File: config.mk
export PLATFORM = sky130hd
export DESIGN_NAME = serial_add_unit
export DESIGN_NICKNAME = d
export VERILOG_FILES = /design/src/rtl/serial_add_unit.sv
export SDC_FILE = /design/constraint.sdc
export NUM_CORES = 1
export LEC_CHECK = 0
export ABC_CLOCK_PERIOD_IN_PS = 3100
export BUFFER_PORTS_ARGS = -buffer_cell sky130_fd_sc_hd__buf_2
export CORE_AREA = 3 3 142 144
export DETAILED_ROUTE_END_ITERATION = 8
export DIE_AREA = 0 0 145 147
export GPL_ROUTABILITY_DRIVEN = 0
export GPL_TIMING_DRIVEN = 0
export PLACE_DENSITY = 0.81
export SLEW_MARGIN = 20
export SYNTH_ARGS = -nofsm -noshare
export SYNTH_HDL_FRONTEND = slang
export SYNTH_SLANG_ARGS = --single-unit
File: constraint.sdc
create_clock -name CLK -period 3.1 [get_ports CLK]
set_input_delay 0.31 -clock CLK [delete_from_list [all_inputs] [get_ports CLK]]
set_output_delay 0.31 -clock CLK [all_outputs]
set_load 0.01 [all_outputs]
File: src/rtl/serial_add_unit.sv
// Bit-serial WIDTH-bit adder. One bit pair per cycle, LSB first, through a
// full-adder slice made of two gate-level half adders and an OR gate, with a
// registered carry. Results appear on the outputs only when the operation
// completes.
//
// Handshake: start is sampled only in IDLE. An accepted start captures A, B
// and Cin. busy is high for exactly WIDTH cycles. done then pulses for one
// cycle, and Sum/Cout/overflow/zero are valid from that cycle on. A start
// seen while busy or done is dropped and is not queued.

// Gate-level half adder primitive.
module serial_add_unit_ha (
  input  logic a,
  input  logic b,
  output logic s,
  output logic c
);
  assign s = a ^ b;
  assign c = a & b;
endmodule

module serial_add_unit #(
  parameter int WIDTH = 64,
  parameter int CNT_W = 7
) (
  input  logic             CLK,
  input  logic             Reset_L,
  input  logic             start,
  input  logic [WIDTH-1:0] A,
  input  logic [WIDTH-1:0] B,
  input  logic             Cin,
  output logic             busy,
  output logic             done,
  output logic [WIDTH-1:0] Sum,
  output logic             Cout,
  output logic             overflow,
  output logic             zero
);

  typedef enum logic [1:0] {
    S_IDLE = 2'd0,
    S_RUN  = 2'd1,
    S_DONE = 2'd2
  } state_t;

  localparam logic [CNT_W-1:0] LAST_BIT = CNT_W'(WIDTH - 1);

  state_t           state_q, state_d;
  logic [WIDTH-1:0] a_q, a_d;
  logic [WIDTH-1:0] b_q, b_d;
  logic [WIDTH-1:0] res_q, res_d;
  logic             carry_q, carry_d;
  logic [CNT_W-1:0] cnt_q, cnt_d;
  logic [WIDTH-1:0] sum_q, sum_d;
  logic             cout_q, cout_d;
  logic             ovf_q, ovf_d;
  logic             zero_q, zero_d;

  // Full-adder slice: two half adders plus an OR produce the sum bit and
  // the carry into the next bit position.
  logic             ha0_s, ha0_c;
  logic             ha1_s, ha1_c;
  logic             slice_s, slice_c;
  logic [WIDTH-1:0] res_shift;

  serial_add_unit_ha u_ha0 (
    .a (a_q[0]),
    .b (b_q[0]),
    .s (ha0_s),
    .c (ha0_c)
  );

  serial_add_unit_ha u_ha1 (
    .a (ha0_s),
    .b (carry_q),
    .s (ha1_s),
    .c (ha1_c)
  );

  assign slice_s = ha1_s;
  assign slice_c = ha0_c | ha1_c;

  // Result register after this cycle's bit has been shifted in from the MSB
  // end. On the last RUN cycle this is the completed sum.
  assign res_shift = (res_q >> 1) | {slice_s, {(WIDTH-1){1'b0}}};

  // Next-state logic and datapath updates. Every signal defaults to holding.
  always_comb begin
    state_d = state_q;
    a_d     = a_q;
    b_d     = b_q;
    res_d   = res_q;
    carry_d = carry_q;
    cnt_d   = cnt_q;
    sum_d   = sum_q;
    cout_d  = cout_q;
    ovf_d   = ovf_q;
    zero_d  = zero_q;
    case (state_q)
      S_IDLE: begin
        if (start) begin
          a_d     = A;
          b_d     = B;
          carry_d = Cin;
          cnt_d   = '0;
          state_d = S_RUN;
        end
      end
      S_RUN: begin
        a_d     = a_q >> 1;
        b_d     = b_q >> 1;
        res_d   = res_shift;
        carry_d = slice_c;
        cnt_d   = cnt_q + CNT_W'(1);
        if (cnt_q == LAST_BIT) begin
          // carry_q is the carry into the MSB slice, and slice_c is the
          // carry out of it. The outputs load on the same edge that enters
          // DONE, so they are valid in the cycle where done is high.
          sum_d   = res_shift;
          cout_d  = slice_c;
          ovf_d   = carry_q ^ slice_c;
          zero_d  = (res_shift == '0);
          state_d = S_DONE;
        end
      end
      S_DONE: begin
        state_d = S_IDLE;
      end
      default: begin
        state_d = S_IDLE;
      end
    endcase
  end

  // State and datapath registers, with an asynchronous active-low clear.
  always_ff @(posedge CLK or negedge Reset_L) begin
    if (!Reset_L) begin
      state_q <= S_IDLE;
      a_q     <= '0;
      b_q     <= '0;
      res_q   <= '0;
      carry_q <= 1'b0;
      cnt_q   <= '0;
      sum_q   <= '0;
      cout_q  <= 1'b0;
      ovf_q   <= 1'b0;
      zero_q  <= 1'b0;
    end else begin
      state_q <= state_d;
      a_q     <= a_d;
      b_q     <= b_d;
      res_q   <= res_d;
      carry_q <= carry_d;
      cnt_q   <= cnt_d;
      sum_q   <= sum_d;
      cout_q  <= cout_d;
      ovf_q   <= ovf_d;
      zero_q  <= zero_d;
    end
  end

  assign busy     = (state_q == S_RUN);
  assign done     = (state_q == S_DONE);
  assign Sum      = sum_q;
  assign Cout     = cout_q;
  assign overflow = ovf_q;
  assign zero     = zero_q;

endmodule

==> results.yml, run 1 <==
logic_synthesis:
  netlist_area_sq_um: 11400
  synth_top_area_frac: 0.589
  netlist_top_cells_count: "276 x nand2_1, 268 x dfrtp_1, 134 x o21ai_0"
  ys.flop_type: "dfrtp_1"
  ys_ff_latch: 268
  synth_largest_area_cell: "dfrtp_1"
  yosysUniqueCellTypes: 32
  seq_area_frac_synth: 0.589
  post-synth-top-count-cell: "nand2_1"
  synth-edff-count: 0
  synth.area.top_cells: "dfrtp_1 59%, nand2_1 9.1%, a22oi_1 8.2%"
  postSynthAreaPerCell_sq_um: 10.3
  synth_warnings: 0
  syn_inst: 1110
  syn_nets: 1244
  async_flop_share: 1.00
layout:
  area_growth_pct: 21.2
  utilization: 0.733
  fill_cells: 1341
  drive_gt1_frac: 0.240
  register_area_sq_um: 6710
  nNetsFinal: 1477
  multiInputGateArea_sq_um: 4310
  stdcell_count: 1627
timing:
  rsz0062_at_grt: "no"
  worst_slew_pin_slew_ns: 0.697
  slew_headroom: 0.531
  hold_viol: 0
  fin_ws_ns: 0.402
  drv_slew: 0
  fin_worst_skew_ns: 0.0180
  fin_hold_ws_ns: 0.0553
  min_period_ns: 2.70
  setup_violations: 0
  fmax_mhz: 371
  min_period_over_period: 0.870
pwr:
  vdd_drop_max_v: 0.000460
  p_per_area_nw_per_um2: 821
  leakagePower_uw: 0.00672
  fin_total_pwr_uw: 11300
floorplan:
  fp.dieH_microns: 147
  start_util: 0.605
  fp.dieW_microns: 145
  io_pins: 201
  dieArea_sq_um: 21300
  coreArea_sq_um: 18800
  num_rows: 50
detailed_routing:
  first_pass_iters: 5
  drt_iter0_markers: 711
  via_per_inst: 5.73
  wl_per_cell_microns: 17.5
  vias: 9317
  drc_errors: 0
  ant_nets: 0
  routed_wl_mm: 28.5
cts:
  cts.sinks: 268
  cts_buffer_depth: 3
  cts_tree: "built"
  clk_pin_slew_worst_paths_ns: 0.06
  h-tree-depth: 1
  cts_setup_buffers: 0
  numCtsBuffers: 28
  clock_latency_ns: 0.54
  ctsRootBufferMaster: "clkbuf_16"
  cts_resized: 0
global_routing:
  grt_max_degree: 91
  grt_overflow: 0
  grt_pass1_vias: 9106
  track_usage: 0.262
  grt_pass1_wl_mm: 46.7
  antenna_found_initial: 9
placement:
  dp_slack_ns: 0.725
  hpwl_mm: 19.4
  io_buffers: 199
  dp_cells: 1572
critical_path:
  worstPathRequired_ns: 2.79
  worst-setup-path-type: "flip-flop to output pin"
  crit_path_max_fanout: 10
  crit_arrival_ns: 2.39
  startpoint_type: "flip-flop"
  cp-end-kind: "output pin"
run_status:
  status: "complete, no violations"
worst_hold_path:
  min_path_type: "input port to flip-flop"
job:
  cap_violations: 0
## flip-flops by register name, summed over array words and instances, names as in the netlist
| name | cells |
|---|---|
| state_q | 2 |
| a_q | 64 |
| Sum | 64 |
| res_q | 63 |
| overflow | 1 |
| carry_q | 1 |
| Cout | 1 |
| zero | 1 |
| b_q | 64 |
| cnt_q | 7 |
## final timing paths
path / from / end / cells past startpoint / slack, ns
max in group asynchronous: Reset_L / a_q[57]$_DFFE_PN0P_ / 4 / 1.89
worst max register to register: state_q[0]$_DFFE_PN0P_ / Sum[53]$_DFFE_PN0P_ / 6 / 0.97
min in group asynchronous: Reset_L / res_q[49]$_DFFE_PN0P_ / 2 / 0.18
worst max-delay path: state_q[1]$_DFFE_PN0P_ / done / 5 / 0.40
worst min register to register: a_q[50]$_DFFE_PN0P_ / a_q[50]$_DFFE_PN0P_ / 2 / 0.48
worst min-delay path: B[23] / b_q[23]$_DFFE_PN0P_ / 3 / 0.06
## worst max-delay path, cell delays in order (launching register included)
cell and delay (ns):
dfrtp_1 0.34, buf_2 0.28, clkbuf_1 0.45, buf_1 0.44, nor2b_1 0.20, buf_2 0.16
## area by class of cell
class / count / share of cell area
antenna: 4 / 0.000725
buffer: 85 / 0.0255
clock buffer: 40 / 0.0606
clock inverter: 10 / 0.0103
inverter: 3 / 0.000816
multi-input combinational: 753 / 0.312
sequential: 268 / 0.486
tap: 260 / 0.0236
timing repair buffer: 204 / 0.0803
## through the flow
| stage | TNS, ns | area (sq um) |
|---|---|---|
| final | 0 | 13800 |
| after global routing | 0 | 13800 |
| after CTS | 0 | 13800 |
| after detailed placement | 0 | 12800 |
| after global placement | -837.94 | 12700 |
| after floorplan | 0 | 11400 |
## power breakdown
| part | internal (uW) | switching [uW] | leakage [uW] |
|---|---|---|---|
| clock network | 2120 | 1390 | 0.000483 |
| registers | 4600 | 894 | 0.00356 |
| logic | 1090 | 1240 | 0.00269 |
| total | 7810 | 3530 | 0.00672 |
## timing repair
action | 4_1_cts | 5_1_grt
hold endpoints to repair | 192 | 0
hold buffers | 2 | 0
endpoints found under the setup margin | 0 | 1
## metal layers
metal / global-route usage / part of all wire / vias up / routed length [microns]
li1: - / - / 4347 / -
met2: 0.415 / 0.47 / 313 / 13400
met1: 0.376 / 0.44 / 4592 / 12500
met4: 0.0594 / 0.021 / 12 / 586
met5: 0 / 0.0027 / - / 76
met3: 0.0626 / 0.070 / 53 / 1990
## logic make-up (layout without fill, tap and decap cells)
logic type | count (synthesis) | after routing | synth area share
adders and majority gates | 2 | 2 | 0.00286
and+or+nand+nor | 364 | 364 | 0.139
other | 0 | 4 | 0
muxes | 67 | 67 | 0.0662
DFF | 268 | 268 | 0.589
buffers and inverters | 89 | 342 | 0.0322
AOI/OAI and AO/OA | 319 | 319 | 0.169
xor gates and xnor gates | 1 | 1 | 0.000770
## cell usage in the layout (no fill, tap or decap), types with 2 or more instances in the layout
cell type      Yosys  final
nand2_1          276    276
dfrtp_1          268    268
buf_2             17    215
o21ai_0          134    134
a22oi_1          124    124
clkbuf_1          64     66
mux2_2            56     56
a21oi_1           52     52
nor2b_1           51     51
clkbuf_16          0     28
nor4_1            17     17
mux2_1            10     10
clkbuf_8           0      9
diode_2            0      4
a31oi_1            4      4
nor2_1             4      4
nand4_1            4      4
clkinv_2           0      4
inv_1              3      3
buf_1              3      3
and2_1             3      3
nand3_1            3      3
nor3_1             3      3
bufinv_16          0      3
buf_16             0      3
a22o_1             2      2
dlygate4sd3_1      0      2
(Power assumes the default switching activity.)
==> inputs of run 2 (changes only) <==
--- a/config.mk
+++ b/config.mk
@@ -13,6 +13,7 @@
 export GPL_ROUTABILITY_DRIVEN = 0
 export GPL_TIMING_DRIVEN = 0
 export PLACE_DENSITY = 0.81
+export SETUP_SLACK_MARGIN = 0.5
 export SLEW_MARGIN = 20
 export SYNTH_ARGS = -nofsm -noshare
 export SYNTH_HDL_FRONTEND = slang
==> run 2 against run 1 <==
Effect of this change: utilization grew 0.066 points; total power is essentially flat; combinational power about the same.
==> results.yml, run 2 (synthesized netlist as in run 1, its figures left out) <==
detailed_routing:
  first_pass_iters: 5
  via_per_inst: 5.70
  wl_per_cell_microns: 17.5
  drc_errors: 0
  ant_nets: 0
  drt_iter0_markers: 712
  routed_wl_mm: 28.4
  vias: 9285
pwr:
  fin_total_pwr_uw: 11300
  p_per_area_nw_per_um2: 821
  leakagePower_uw: 0.00674
  vdd_drop_max_v: 0.000460
cts:
  cts_buffer_depth: 3
  numCtsBuffers: 28
  ctsRootBufferMaster: "clkbuf_16"
  h-tree-depth: 1
  cts.sinks: 268
  clk_pin_slew_worst_paths_ns: 0.06
  cts_tree: "built"
  cts_setup_buffers: 0
  clock_latency_ns: 0.54
timing:
  min_period_over_period: 0.801
  setup_violations: 0
  min_period_ns: 2.48
  slew_headroom: 0.527
  fin_ws_ns: 0.618
  fin_worst_skew_ns: 0.0181
  worst_slew_pin_slew_ns: 0.702
  drv_slew: 0
  hold_viol: 0
  fmax_mhz: 403
  fin_setup_tns_ns: 0
  rsz0062_at_grt: "yes"
critical_path:
  path_cells: "buf_2 > clkbuf_1 > clkbuf_2 > nor2b_1 > buf_2"
  crit_path_max_fanout: 10
  cp-end-kind: "output pin"
  worstPathRequired_ns: 2.79
  cp-startpoint: "state_q[0]$_DFFE_PN0P_"
  r2r_start: "state_q[0]$_DFFE_PN0P_"
  crit_arrival_ns: 2.17
  r2r_slack_ns: 0.97
  startpoint_type: "flip-flop"
  worst-setup-path-type: "flip-flop to output pin"
  slowest_stage: "clkbuf_1"
  crit_path_max_incr_delay_ns: 0.48
  crit_top_cell: "buf_2"
global_routing:
  grt_pass1_wl_mm: 46.7
  grt_overflow: 0
  antenna_found_initial: 9
  grt_max_degree: 91
  grt_pass1_vias: 9101
  track_usage: 0.262
floorplan:
  io_pins: 201
  num_rows: 50
  fp.dieW_microns: 145
  dieArea_sq_um: 21300
  fp.dieH_microns: 147
  start_util: 0.605
  coreArea_sq_um: 18800
placement:
  io_buffers: 199
  dp_slack_ns: 0.725
  hpwl_mm: 19.4
  placed_area_sq_um: 12800
layout:
  final_cell_area_sq_um: 13800
  final_cell_mix: "276 x nand2_1, 268 x dfrtp_1, 215 x buf_2"
  drive_gt1_frac: 0.243
  area_growth_pct: 21.4
  mostFrequentLayoutCell: "nand2_1"
  nNetsFinal: 1478
worst_hold_path:
  worstHoldStart: "B[23]"
  min_path_type: "input port to flip-flop"
run_status:
  status: "complete, no violations"
job:
  cap_violations: 0
==> run 2: cell count changes in the layout (fill, tap and decap cells not counted) <==
cell,delta
clkbuf_1,-3
clkbuf_4,+1
buf_1,-1
clkbuf_2,+4
==> run 2: worst paths after layout <==
path,to,cells after the start
setup / recovery,done,5
hold / removal,b_q[23]$_DFFE_PN0P_,3
setup reg to reg,Sum[53]$_DFFE_PN0P_,6
hold reg to reg,Sum[46]$_DFFE_PN0P_,1
max in group asynchronous,a_q[39]$_DFFE_PN0P_,4
min in group asynchronous,res_q[49]$_DFFE_PN0P_,2
==> run 2: metal layers <==
layer,vias up,GRT usage,part of all wire
li1,4351,-,-
met1,4566,0.376,0.44
met2,294,0.414,0.47
met3,62,0.0626,0.067
met4,12,0.0594,0.023
met5,-,0,0.0027
==> run 2: worst max-delay path, delay by kind of cell, from the launching register on <==
kind | cells | cell delay (ns)
buffers and inverters | 4 | 1.23
DFF | 1 | 0.31
and+or+nand+nor | 1 | 0.08
==> run 2: repair_timing <==
action,CTS,global route
hold endpoints to repair,192,0
resized for setup,4,3
pin swaps,0,0
endpoints found under the setup margin,2,2
hold buffers,2,0
==> run 2: report_power, final <==
part | internal (uW) | total, uW | switching (uW)
logic | 1090 | 2330 | 1240
clock network | 2120 | 3510 | 1390
registers | 4600 | 5490 | 892
==> run 2: stage by stage <==
step / hold WS, ns / util / instances
CTS: 0.0402 / 0.733 / 1624
floorplan: 0.0144 / - / 1110
finish: 0.0550 / 0.734 / 1628
global route: 0.0507 / 0.733 / 1627
detailed placement: 0.136 / 0.680 / 1572
global placement: 0.462 / 0.675 / 1569
==> run 2: cell type report <==
type / count / area [sq um]
fillers: 1340 / 5020
clock inverters: 10 / 143
repair buffers: 204 / 1110
clock buffers: 40 / 836
inverters: 3 / 11.3
diodes: 4 / 10.0
plain buffers: 86 / 364
flip-flops and latches: 268 / 6710
multi-input cells: 753 / 4310
well taps: 260 / 325
==> inputs of run 3 (changes only) <==
--- a/config.mk
+++ b/config.mk
@@ -5,14 +5,14 @@
 export SDC_FILE = /design/constraint.sdc
 export NUM_CORES = 1
 export LEC_CHECK = 0
-export ABC_CLOCK_PERIOD_IN_PS = 3100
+export ABC_CLOCK_PERIOD_IN_PS = 2100
 export BUFFER_PORTS_ARGS = -buffer_cell sky130_fd_sc_hd__buf_2
-export CORE_AREA = 3 3 142 144
+export CORE_AREA = 3 3 154 156
 export DETAILED_ROUTE_END_ITERATION = 8
-export DIE_AREA = 0 0 145 147
+export DIE_AREA = 0 0 157 159
 export GPL_ROUTABILITY_DRIVEN = 0
 export GPL_TIMING_DRIVEN = 0
-export PLACE_DENSITY = 0.81
+export PLACE_DENSITY = 0.73
 export SETUP_SLACK_MARGIN = 0.5
 export SLEW_MARGIN = 20
 export SYNTH_ARGS = -nofsm -noshare
==> constraint.sdc (replaced) <==
create_clock -name CLK -period 2.1 [get_ports CLK]
set_input_delay 0.21 -clock CLK [delete_from_list [all_inputs] [get_ports CLK]]
set_output_delay 0.21 -clock CLK [all_outputs]
set_load 0.01 [all_outputs]
==> run 3 against run 2 <==
Effect of this change: the run now ends with hold timing left; total power increased by 52%; sequential share of layout area shrank 6.6 points; utilization shrank 2.3 points; clock power is 40% higher; register-to-register slack lost 0.69 ns; via count is 8.9% higher; final cell count increased by 11%; clock-buffer cell count rose by 1; design area grew 16%.
==> results.yml, run 3 (synthesized netlist as in run 1, its figures left out) <==
layout:
  area_growth_pct: 40.6
  final_cell_area_sq_um: 16000
  drive_gt1_frac: 0.286
  fill_cells: 1585
  mostFrequentLayoutCell: "nand2_1"
  final_cell_mix: "275 x nand2_1, 268 x dfrtp_1, 204 x buf_2"
  utilization: 0.711
  nNetsFinal: 1641
pwr:
  swShare: 0.316
  p_per_area_nw_per_um2: 1080
  netSwitchingPower_uw: 5440
  intPower_uw: 11800
  pwr-share-comb: 0.242
  clkPwrFrac: 0.285
  seq_power_share: 0.473
  vdd_drop_max_v: 0.000737
  leakagePower_uw: 0.00773
floorplan:
  fp.dieW_microns: 157
  fp.dieH_microns: 159
  num_rows: 55
  coreArea_sq_um: 22500
  start_util: 0.506
  dieArea_sq_um: 25000
  io_pins: 201
timing:
  slew_headroom: 0.535
  min_period_over_period: 0.867
  min_period_ns: 1.82
  fin_ws_ns: 0.280
  hold_viol: 2
  fin_setup_tns_ns: 0
  drv_slew: 0
  worst_slew_pin_slew_ns: 0.692
  fmax_mhz: 549
  fin_worst_skew_ns: 0.00937
  fin_hold_ws_ns: -0.00344
  rsz0062_at_grt: "yes"
  setup_violations: 0
global_routing:
  grt_pass1_wl_mm: 52.9
  grt_pass1_vias: 10197
  track_usage: 0.258
  grt_max_degree: 97
  grt_overflow: 0
  antenna_found_initial: 4
critical_path:
  startpoint_type: "flip-flop"
  worst-setup-path-type: "flip-flop to flip-flop"
  worstPathRequired_ns: 2.52
  crit_path_max_fanout: 9
  cp-end-kind: "flip-flop"
  crit_arrival_ns: 2.24
cts:
  ctsRootBufferMaster: "clkbuf_16"
  cts_buffer_depth: 3
  h-tree-depth: 1
  numCtsBuffers: 28
  cts.sinks: 268
  clk_pin_slew_worst_paths_ns: 0.06
  clock_latency_ns: 0.54
  cts_tree: "built"
placement:
  dp_slack_ns: -0.00579
  placed_area_sq_um: 12800
  hpwl_mm: 19.8
  io_buffers: 199
run_status:
  status: "finished, violations left"
  violations: "hold timing"
detailed_routing:
  routed_wl_mm: 33.5
  via_per_inst: 5.57
  first_pass_iters: 7
  ant_nets: 0
  drc_errors: 0
  drt_iter0_markers: 686
  vias: 10113
  wl_per_cell_microns: 18.4
worst_hold_path:
  min_path_type: "input port to flip-flop"
job:
  cap_violations: 0
[run 3: cell types whose count changed in the layout (fill, tap and decap cells not counted), sizes merged]
cell,change
clkinv,+3
dlygate4sd3,+120
diode,-1
inv,-1
clkbuf,-4
buf,+48
clkinvlp,-1
bufinv,-2
[run 3: power by group through the flow]
stage / combinational (uW) / clock, uW / sequential (uW)
2_1_floorplan: 2300 / 0 / 7860
3_3_place_gp: 3310 / 0 / 8070
3_5_place_dp: 3460 / 0 / 8120
4_1_cts: 3950 / 4980 / 8070
5_1_grt: 4670 / 5200 / 8380
6_report: 4170 / 4900 / 8150
[run 3: what timing repair did]
item | in CTS | in global routing
resized for setup | 107 | 120
endpoints found under the setup margin | 265 | 248
pin swaps | 2 | 4
hold buffers | 121 | 1
buffers inserted | 25 | 10
gates cloned | 4 | 5
endpoints found under the hold margin | 202 | 1
[run 3: metal layers]
metal / share of wire / wire length (microns) / track usage
met5: 0.00021 / 7 / 0
met4: 0.027 / 915 / 0.0700
met3: 0.064 / 2160 / 0.0541
met2: 0.48 / 16100 / 0.415
met1: 0.43 / 14300 / 0.359
[run 3: layout make-up]
type	count	area (sq um)	share of cell area
Sequential cell	268	6710	0.419
Multi-Input combinational cell	753	4510	0.282
Timing Repair Buffer	367	2830	0.177
Clock buffer	41	830	0.0518
Buffer	86	667	0.0417
Tap cell	285	357	0.0223
Clock inverter	9	81.3	0.00508
Inverter	3	13.8	0.000860
Antenna cell	3	7.51	0.000469
[run 3: path summary, 6_finish.rpt]
kind                                           start                  end  slack (ns)  depth (start not counted)
worst max-delay path            cnt_q[0]$_DFFE_PN0P_  Sum[51]$_DFFE_PN0P_        0.28                          7
worst min-delay path                            A[1]   a_q[1]$_DFFE_PN0P_      -0.003                          3
worst max register to register  cnt_q[0]$_DFFE_PN0P_  Sum[51]$_DFFE_PN0P_        0.28                          7
worst min register to register   a_q[34]$_DFFE_PN0P_  a_q[34]$_DFFE_PN0P_        0.48                          2
max in group asynchronous                    Reset_L  b_q[58]$_DFFE_PN0P_        0.87                          3
min in group asynchronous                    Reset_L  Sum[20]$_DFFE_PN0P_        0.26                          2
[run 3: per-stage QoR]
stage / cells / power (uW)
detailed placement: 1596 / 11600
floorplan: 1110 / 10200
CTS: 1796 / 17000
global placement: 1594 / 11400
global route: 1815 / 18300
finish: 1815 / 17200
[run 3: critical path: stages, from the launching register on]
cell	delay, ns
dfrtp_1	0.36
ha_2	0.20
nand2_2	0.07
nor4_4	0.26
buf_6	0.20
buf_8	0.15
buf_8	0.13
mux2_1	0.32
